## config.mk

```make
export PLATFORM = sky130hd
export DESIGN_NAME = instr_decode_stage
export DESIGN_NICKNAME = d
export VERILOG_FILES = /design/src/rtl/cpu_isa_pkg.sv /design/src/rtl/instr_fifo.sv /design/src/rtl/instr_decode_stage.sv
export SDC_FILE = /design/constraint.sdc
export NUM_CORES = 1
export LEC_CHECK = 0
export CAP_MARGIN = 20
export CORE_UTILIZATION = 48
export DETAILED_ROUTE_END_ITERATION = 7
export PLACE_DENSITY = 0.79
export REMOVE_ABC_BUFFERS = 1
export SLEW_MARGIN = 5
export SYNTH_ARGS = -nofsm -noshare
export SYNTH_HDL_FRONTEND = slang
export SYNTH_SLANG_ARGS = --single-unit
```

## constraint.sdc

```tcl
create_clock -name clk -period 2.85 [get_ports clk]
set_input_delay 0.855 -clock clk [delete_from_list [all_inputs] [get_ports clk]]
set_output_delay 0.855 -clock clk [all_outputs]
set_load 0.02 [all_outputs]
```

## src/rtl/cpu_isa_pkg.sv

```systemverilog
// ISA field widths, opcode encoding and decoded-field helpers shared by the decode stage.
package cpu_isa_pkg;
  localparam int OPC_W   = 4;
  localparam int REG_W   = 4;
  localparam int IMM_W   = 8;
  localparam int INSTR_W = 16;

  typedef enum logic [OPC_W-1:0] {
    OPC_NOP = 4'h0, OPC_ADD, OPC_SUB, OPC_AND, OPC_OR, OPC_XOR,
    OPC_SHL, OPC_SHR, OPC_LDI, OPC_LD, OPC_ST, OPC_BR
  } opcode_e;

  localparam logic [OPC_W-1:0] ILLEGAL_OPC_MIN = 4'hC;

  typedef struct packed {
    logic [OPC_W-1:0] opcode;
    logic [REG_W-1:0] rd;
    logic [REG_W-1:0] rs;
    logic [REG_W-1:0] rt;
    logic [IMM_W-1:0] imm;
  } dec_fields_t;

  function automatic dec_fields_t split_instr(input logic [INSTR_W-1:0] w);
    dec_fields_t f;
    f.opcode = w[15:12];
    f.rd     = w[11:8];
    f.rs     = w[7:4];
    f.rt     = w[3:0];
    f.imm    = w[7:0];
    return f;
  endfunction

  function automatic logic is_reserved(input logic [OPC_W-1:0] opc);
    return opc >= ILLEGAL_OPC_MIN;
  endfunction
endpackage

```

## src/rtl/instr_fifo.sv

```systemverilog
// Circular FIFO with naturally wrapping pointers; push when full and pop when empty are ignored.
module instr_fifo #(
  parameter int DEPTH  = 2,
  parameter int DATA_W = 16,
  localparam int PTR_W = $clog2(DEPTH),
  localparam int CNT_W = PTR_W + 1
) (
  input  logic              clk,
  input  logic              rst,
  input  logic              push,
  input  logic [DATA_W-1:0] push_data,
  input  logic              pop,
  output logic              full,
  output logic              empty,
  output logic [CNT_W-1:0]  count,
  output logic [DATA_W-1:0] head
);
  logic [DATA_W-1:0] mem [DEPTH];
  logic [PTR_W-1:0]  wr_ptr;
  logic [PTR_W-1:0]  rd_ptr;
  logic              do_push;
  logic              do_pop;

  assign full    = (count == CNT_W'(DEPTH));
  assign empty   = (count == '0);
  assign do_push = push && !full;
  assign do_pop  = pop && !empty;
  assign head    = mem[rd_ptr];

  // Storage is cleared too so the decoded fields read zero out of reset.
  always_ff @(posedge clk or posedge rst) begin
    if (rst) begin
      wr_ptr <= '0;
      rd_ptr <= '0;
      count  <= '0;
      for (int i = 0; i < DEPTH; i++) mem[i] <= '0;
    end else begin
      if (do_push) begin
        mem[wr_ptr] <= push_data;
        wr_ptr      <= wr_ptr + 1'b1;
      end
      if (do_pop) rd_ptr <= rd_ptr + 1'b1;
      case ({do_push, do_pop})
        2'b10:   count <= count + 1'b1;
        2'b01:   count <= count - 1'b1;
        default: count <= count;
      endcase
    end
  end
endmodule

```

## src/rtl/instr_decode_stage.sv

```systemverilog
// 4-phase req/ack capture into a FIFO with ISA field split on the head entry.
// Optional ILLEGAL_TRAP_EN: reserved opcodes are acknowledged but dropped, raising sticky trap_flag.
module instr_decode_stage
  import cpu_isa_pkg::*;
#(
  parameter int SYNC_STAGES = 2,
  parameter int FIFO_DEPTH  = 2
) (
  input  logic               clk,
  input  logic               rst,
  input  logic               instr_req,
  input  logic [INSTR_W-1:0] instr_data,
  output logic               instr_ack,
  output logic               dec_valid,
  input  logic               dec_ready,
  output logic [OPC_W-1:0]   dec_opcode,
  output logic [REG_W-1:0]   dec_rd,
  output logic [REG_W-1:0]   dec_rs,
  output logic [REG_W-1:0]   dec_rt,
  output logic [IMM_W-1:0]   dec_imm,
  output logic               dec_illegal,
  output logic               fifo_full
`ifdef ILLEGAL_TRAP_EN
  ,
  output logic               trap_flag
`endif
);
  localparam int CNT_W = $clog2(FIFO_DEPTH) + 1;

  typedef enum logic [1:0] {IDLE, ACK_HI, ACK_LO} state_t;

  state_t             state, state_next;
  logic [SYNC_STAGES-1:0] req_sync;
  logic               req_s;
  logic               capture;
  logic               push;
  logic               pop;
  logic               full;
  logic               empty;
  logic [CNT_W-1:0]   count;
  logic [INSTR_W-1:0] head;
  dec_fields_t        fields;

  // Only the request crosses domains; data is held stable by the bundled-data protocol.
  always_ff @(posedge clk or posedge rst) begin
    if (rst) req_sync <= '0;
    else     req_sync <= {req_sync[SYNC_STAGES-2:0], instr_req};
  end
  assign req_s = req_sync[SYNC_STAGES-1];

  always_ff @(posedge clk or posedge rst) begin
    if (rst) state <= IDLE;
    else     state <= state_next;
  end

  always_comb begin
    state_next = state;
    capture    = 1'b0;
    case (state)
      IDLE: begin
        if (req_s && !full) begin
          capture    = 1'b1;
          state_next = ACK_HI;
        end
      end
      ACK_HI:  if (!req_s) state_next = ACK_LO;
      ACK_LO:  state_next = IDLE;
      default: state_next = IDLE;
    endcase
  end

  assign instr_ack = (state == ACK_HI);
  assign pop       = dec_valid && dec_ready;

`ifdef ILLEGAL_TRAP_EN
  assign push        = capture && !is_reserved(instr_data[15:12]);
  assign dec_illegal = 1'b0;

  always_ff @(posedge clk or posedge rst) begin
    if (rst)                                           trap_flag <= 1'b0;
    else if (capture && is_reserved(instr_data[15:12])) trap_flag <= 1'b1;
  end
`else
  assign push        = capture;
  assign dec_illegal = is_reserved(fields.opcode);
`endif

  instr_fifo #(
    .DEPTH  (FIFO_DEPTH),
    .DATA_W (INSTR_W)
  ) u_fifo (
    .clk       (clk),
    .rst       (rst),
    .push      (push),
    .push_data (instr_data),
    .pop       (pop),
    .full      (full),
    .empty     (empty),
    .count     (count),
    .head      (head)
  );

  assign fields     = split_instr(head);
  assign dec_valid  = !empty;
  assign fifo_full  = (count == CNT_W'(FIFO_DEPTH));
  assign dec_opcode = fields.opcode;
  assign dec_rd     = fields.rd;
  assign dec_rs     = fields.rs;
  assign dec_rt     = fields.rt;
  assign dec_imm    = fields.imm;
endmodule

```

==> results.sh <==
export IMPL_grt_pass1_wl_microns=5550
export IMPL_setup_viol=0
export IMPL_gp_congestion=0.671
export IMPL_critPathKind="reg -> out"
export IMPL_netlist_area_sq_mm=0.00182
export IMPL_netlist_instances=122
export IMPL_worst_path_buf_inv=2
export IMPL_max_stage_delay_ns=0.54
export IMPL_cts_buffers_inserted=5
export IMPL_status="completed"
export IMPL_synth_commonest_cells="dfrtp_1 (40), mux2_2 (37), mux2_4 (11)"
export IMPL_die_h_microns=63.6
export IMPL_fin_cells=213
export IMPL_grt_use_total_pct=18.3
export IMPL_maxSlewViolCount=0
export IMPL_synth_seq_cells=40
export IMPL_max_freq_ghz=0.363
export IMPL_fin_util_pct=64.4
export IMPL_hpwl_microns=2200
export IMPL_fin_crit_ns=2.75
export IMPL_fin_tns_setup_ns=0
export IMPL_crit_chain="buf_4 > mux2_2 > clkdlybuf4s50_1"
export IMPL_worstHoldPathType="reg -> reg"
export IMPL_skew_ns=0.00705
export IMPL_yosysMostFrequentCell="dfrtp_1"
export IMPL_drc=0
export IMPL_cts_root_buf="clkbuf_8"
export IMPL_layout_drive_gt1_share_pct=35.8
export IMPL_power_total_mw=3.18
export IMPL_cts_hold_buf=0
export IMPL_routedWlPerCell_microns=14.9
export IMPL_crit_required_ns=2.00
export IMPL_synth_edff_count=0
export IMPL_ant_nets=0
export IMPL_worstPathArrival_ns=1.90
export IMPL_drt_iter0_markers=26
export IMPL_drt_first_pass_iters=3
export IMPL_htree_levels=2
export IMPL_routed_wl_microns=3180
export IMPL_worstMarginPinSlew_ns=0.941
export IMPL_synth_top_cell_by_area="dfrtp_1"
export IMPL_critPathSlowestCell="clkdlybuf4s50_1"
export IMPL_synth_top_area_share_pct=54.9
export IMPL_crit_family="buffers and inverters"
export IMPL_vdd_drop_max_mv=0.817
export IMPL_grt_pass1_vias=1209
export IMPL_core_sq_mm=0.00366
export IMPL_seq_area_frac_synth_pct=54.9
export IMPL_final_nets=185
export IMPL_clock_path_buffers=2
export IMPL_fp_row_count=22
export IMPL_syn_avg_cell_area_sq_um=14.9
export IMPL_hold_viol=0
export IMPL_layout_worst_path_cycle_share_pct=96.6
export IMPL_endpoint_kind="output pin"
export IMPL_ys_warnings_count=0
export IMPL_clkLatencyLatePin_ns=0.29
export IMPL_dp_cells=205
export IMPL_seqCellArea_sq_mm=0.00100
export IMPL_fp_dieW_microns=63.6
export IMPL_grt_overflow=0
export IMPL_powerDensity_mw_per_mm2=1350
export IMPL_rsz0062_at_grt="false"
export IMPL_start_util_pct=49.8
export IMPL_max_slew_margin_pct=37.3
export IMPL_num_vias=1075
export IMPL_synth_distinct_cells=22
export IMPL_synth_ff_type="dfrtp_1"
export IMPL_cts_sinks=40
export IMPL_grt_antenna_before_repair=0
export IMPL_io_pins=48
export IMPL_path_max_fanout=10
export IMPL_grt_max_degree=41
export IMPL_routed_via_density=5.05
export IMPL_die_area_sq_mm=0.00405
export IMPL_multi_input_area_sq_um=713
export IMPL_synthTopCellsByArea="dfrtp_1 (55%), mux2_2 (23%), mux2_4 (9.1%)"
export IMPL_antenna_cells=0
export IMPL_area_growth_pct=29.5
export IMPL_worstSetupStartpointType="flip-flop"
export IMPL_cap_violations=0
export IMPL_p_leak_nw=1.02
export IMPL_path_clk_slew_ns=0.07
export IMPL_portBuffers=47
export IMPL_r2r_slack_ns=0.74
export IMPL_async_flop_share_pct=100
export IMPL_cts_tree="built"
export IMPL_nFillCells=281
sequential cells by signal, summed over array words and instances, names as in the netlist:
signal / flops
u_fifo.mem: 32
req_sync: 2
state: 2
u_fifo.count: 2
u_fifo.rd_ptr: 1
u_fifo.wr_ptr: 1
metal layers:
metal | track usage, % | vias to the layer above | share of wire [%]
met3 | 6.52 | 3 | 5.5
met2 | 29.4 | 35 | 49
met4 | 5.97 | 0 | 0.75
met1 | 22.9 | 543 | 45
met5 | 0 | - | 0
li1 | - | 494 | -
worst paths after layout:
| check | startpoint | cells after the start | end |
|---|---|---|---|
| worst max-delay path | u_fifo.rd_ptr$_DFFE_PP0P_ | 3 | dec_imm[0] |
| worst min-delay path | req_sync[0]$_DFF_PP0_ | 0 | req_sync[1]$_DFF_PP0_ |
| worst max register to register | u_fifo.count[1]$_DFFE_PP0P_ | 3 | u_fifo.mem[11]$_DFFE_PP0P_ |
| worst min register to register | req_sync[0]$_DFF_PP0_ | 0 | req_sync[1]$_DFF_PP0_ |
| max in group asynchronous | rst | 3 | u_fifo.rd_ptr$_DFFE_PP0P_ |
| min in group asynchronous | rst | 3 | u_fifo.mem[19]$_DFFE_PP0P_ |
worst register-to-register path: stages (launching register included):
cell     delay, ns
dfrtp_1       0.40
nor2b_2       0.19
or4b_1        0.95
mux2_4        0.46
placed cells by master (no fill, tap or decap), drive strengths merged:
cell | Yosys | final
nor3 | 1 | 1
or2 | 1 | 1
ha | 1 | 1
dfrtp | 40 | 40
clkbuf | 1 | 8
buf | 13 | 2
nand2b | 1 | 1
nor2 | 2 | 2
clkdlybuf4s50 | 0 | 47
xor2 | 2 | 2
nor2b | 1 | 1
mux2 | 48 | 48
a21oi | 1 | 1
or4 | 1 | 1
xnor2 | 3 | 3
inv | 2 | 2
or3 | 1 | 1
or4b | 1 | 1
and2 | 2 | 2
report_power, final:
| group | switching (mW) | leakage [nW] | total, mW | internal, mW |
|---|---|---|---|---|
| sequential | 0.164 | 0.468 | 1.01 | 0.844 |
| combinational | 0.771 | 0.507 | 1.79 | 1.02 |
| clock | 0.186 | 0.0455 | 0.383 | 0.197 |
| total | 1.12 | 1.02 | 3.18 | 2.06 |
what timing repair did:
item / 4_1_cts / 5_1_grt
setup buffers: 0 / 0
hold endpoints to repair: 0 / 0
endpoints found under the setup margin: 16 / 0
gates resized for setup: 1 / 0
cell type report:
| cell class | instances | area share [%] |
|---|---|---|
| multi-input cells | 66 | 30.2 |
| flip-flops and latches | 40 | 42.5 |
| inverters | 2 | 0.318 |
| repair buffers | 49 | 20.6 |
| well taps | 48 | 2.55 |
| clock buffers | 8 | 3.82 |
through the flow:
stage               area (sq um)  setup slack (ns)  hold slack [ns]
finish                      2360            0.0968            0.351
global route                2360           0.00940            0.360
CTS                         2360            0.0560            0.352
detailed placement          2270             0.292            0.336
global placement            2270             0.310            0.334
floorplan                   1720             0.660            0.331
kinds of logic after synthesis:
kind of cell | Yosys count | share of synthesized area, %
adder cells (fa/ha/maj) | 1 | 0.687
multiplexers | 48 | 31.9
AO/OA/AOI/OAI | 1 | 0.274
AND/OR/NAND/NOR | 11 | 3.85
flip-flops | 40 | 54.9
buffers and inverters | 16 | 5.91
XOR/XNOR | 5 | 2.40
Note: power is estimated with default switching activity, not from simulation.
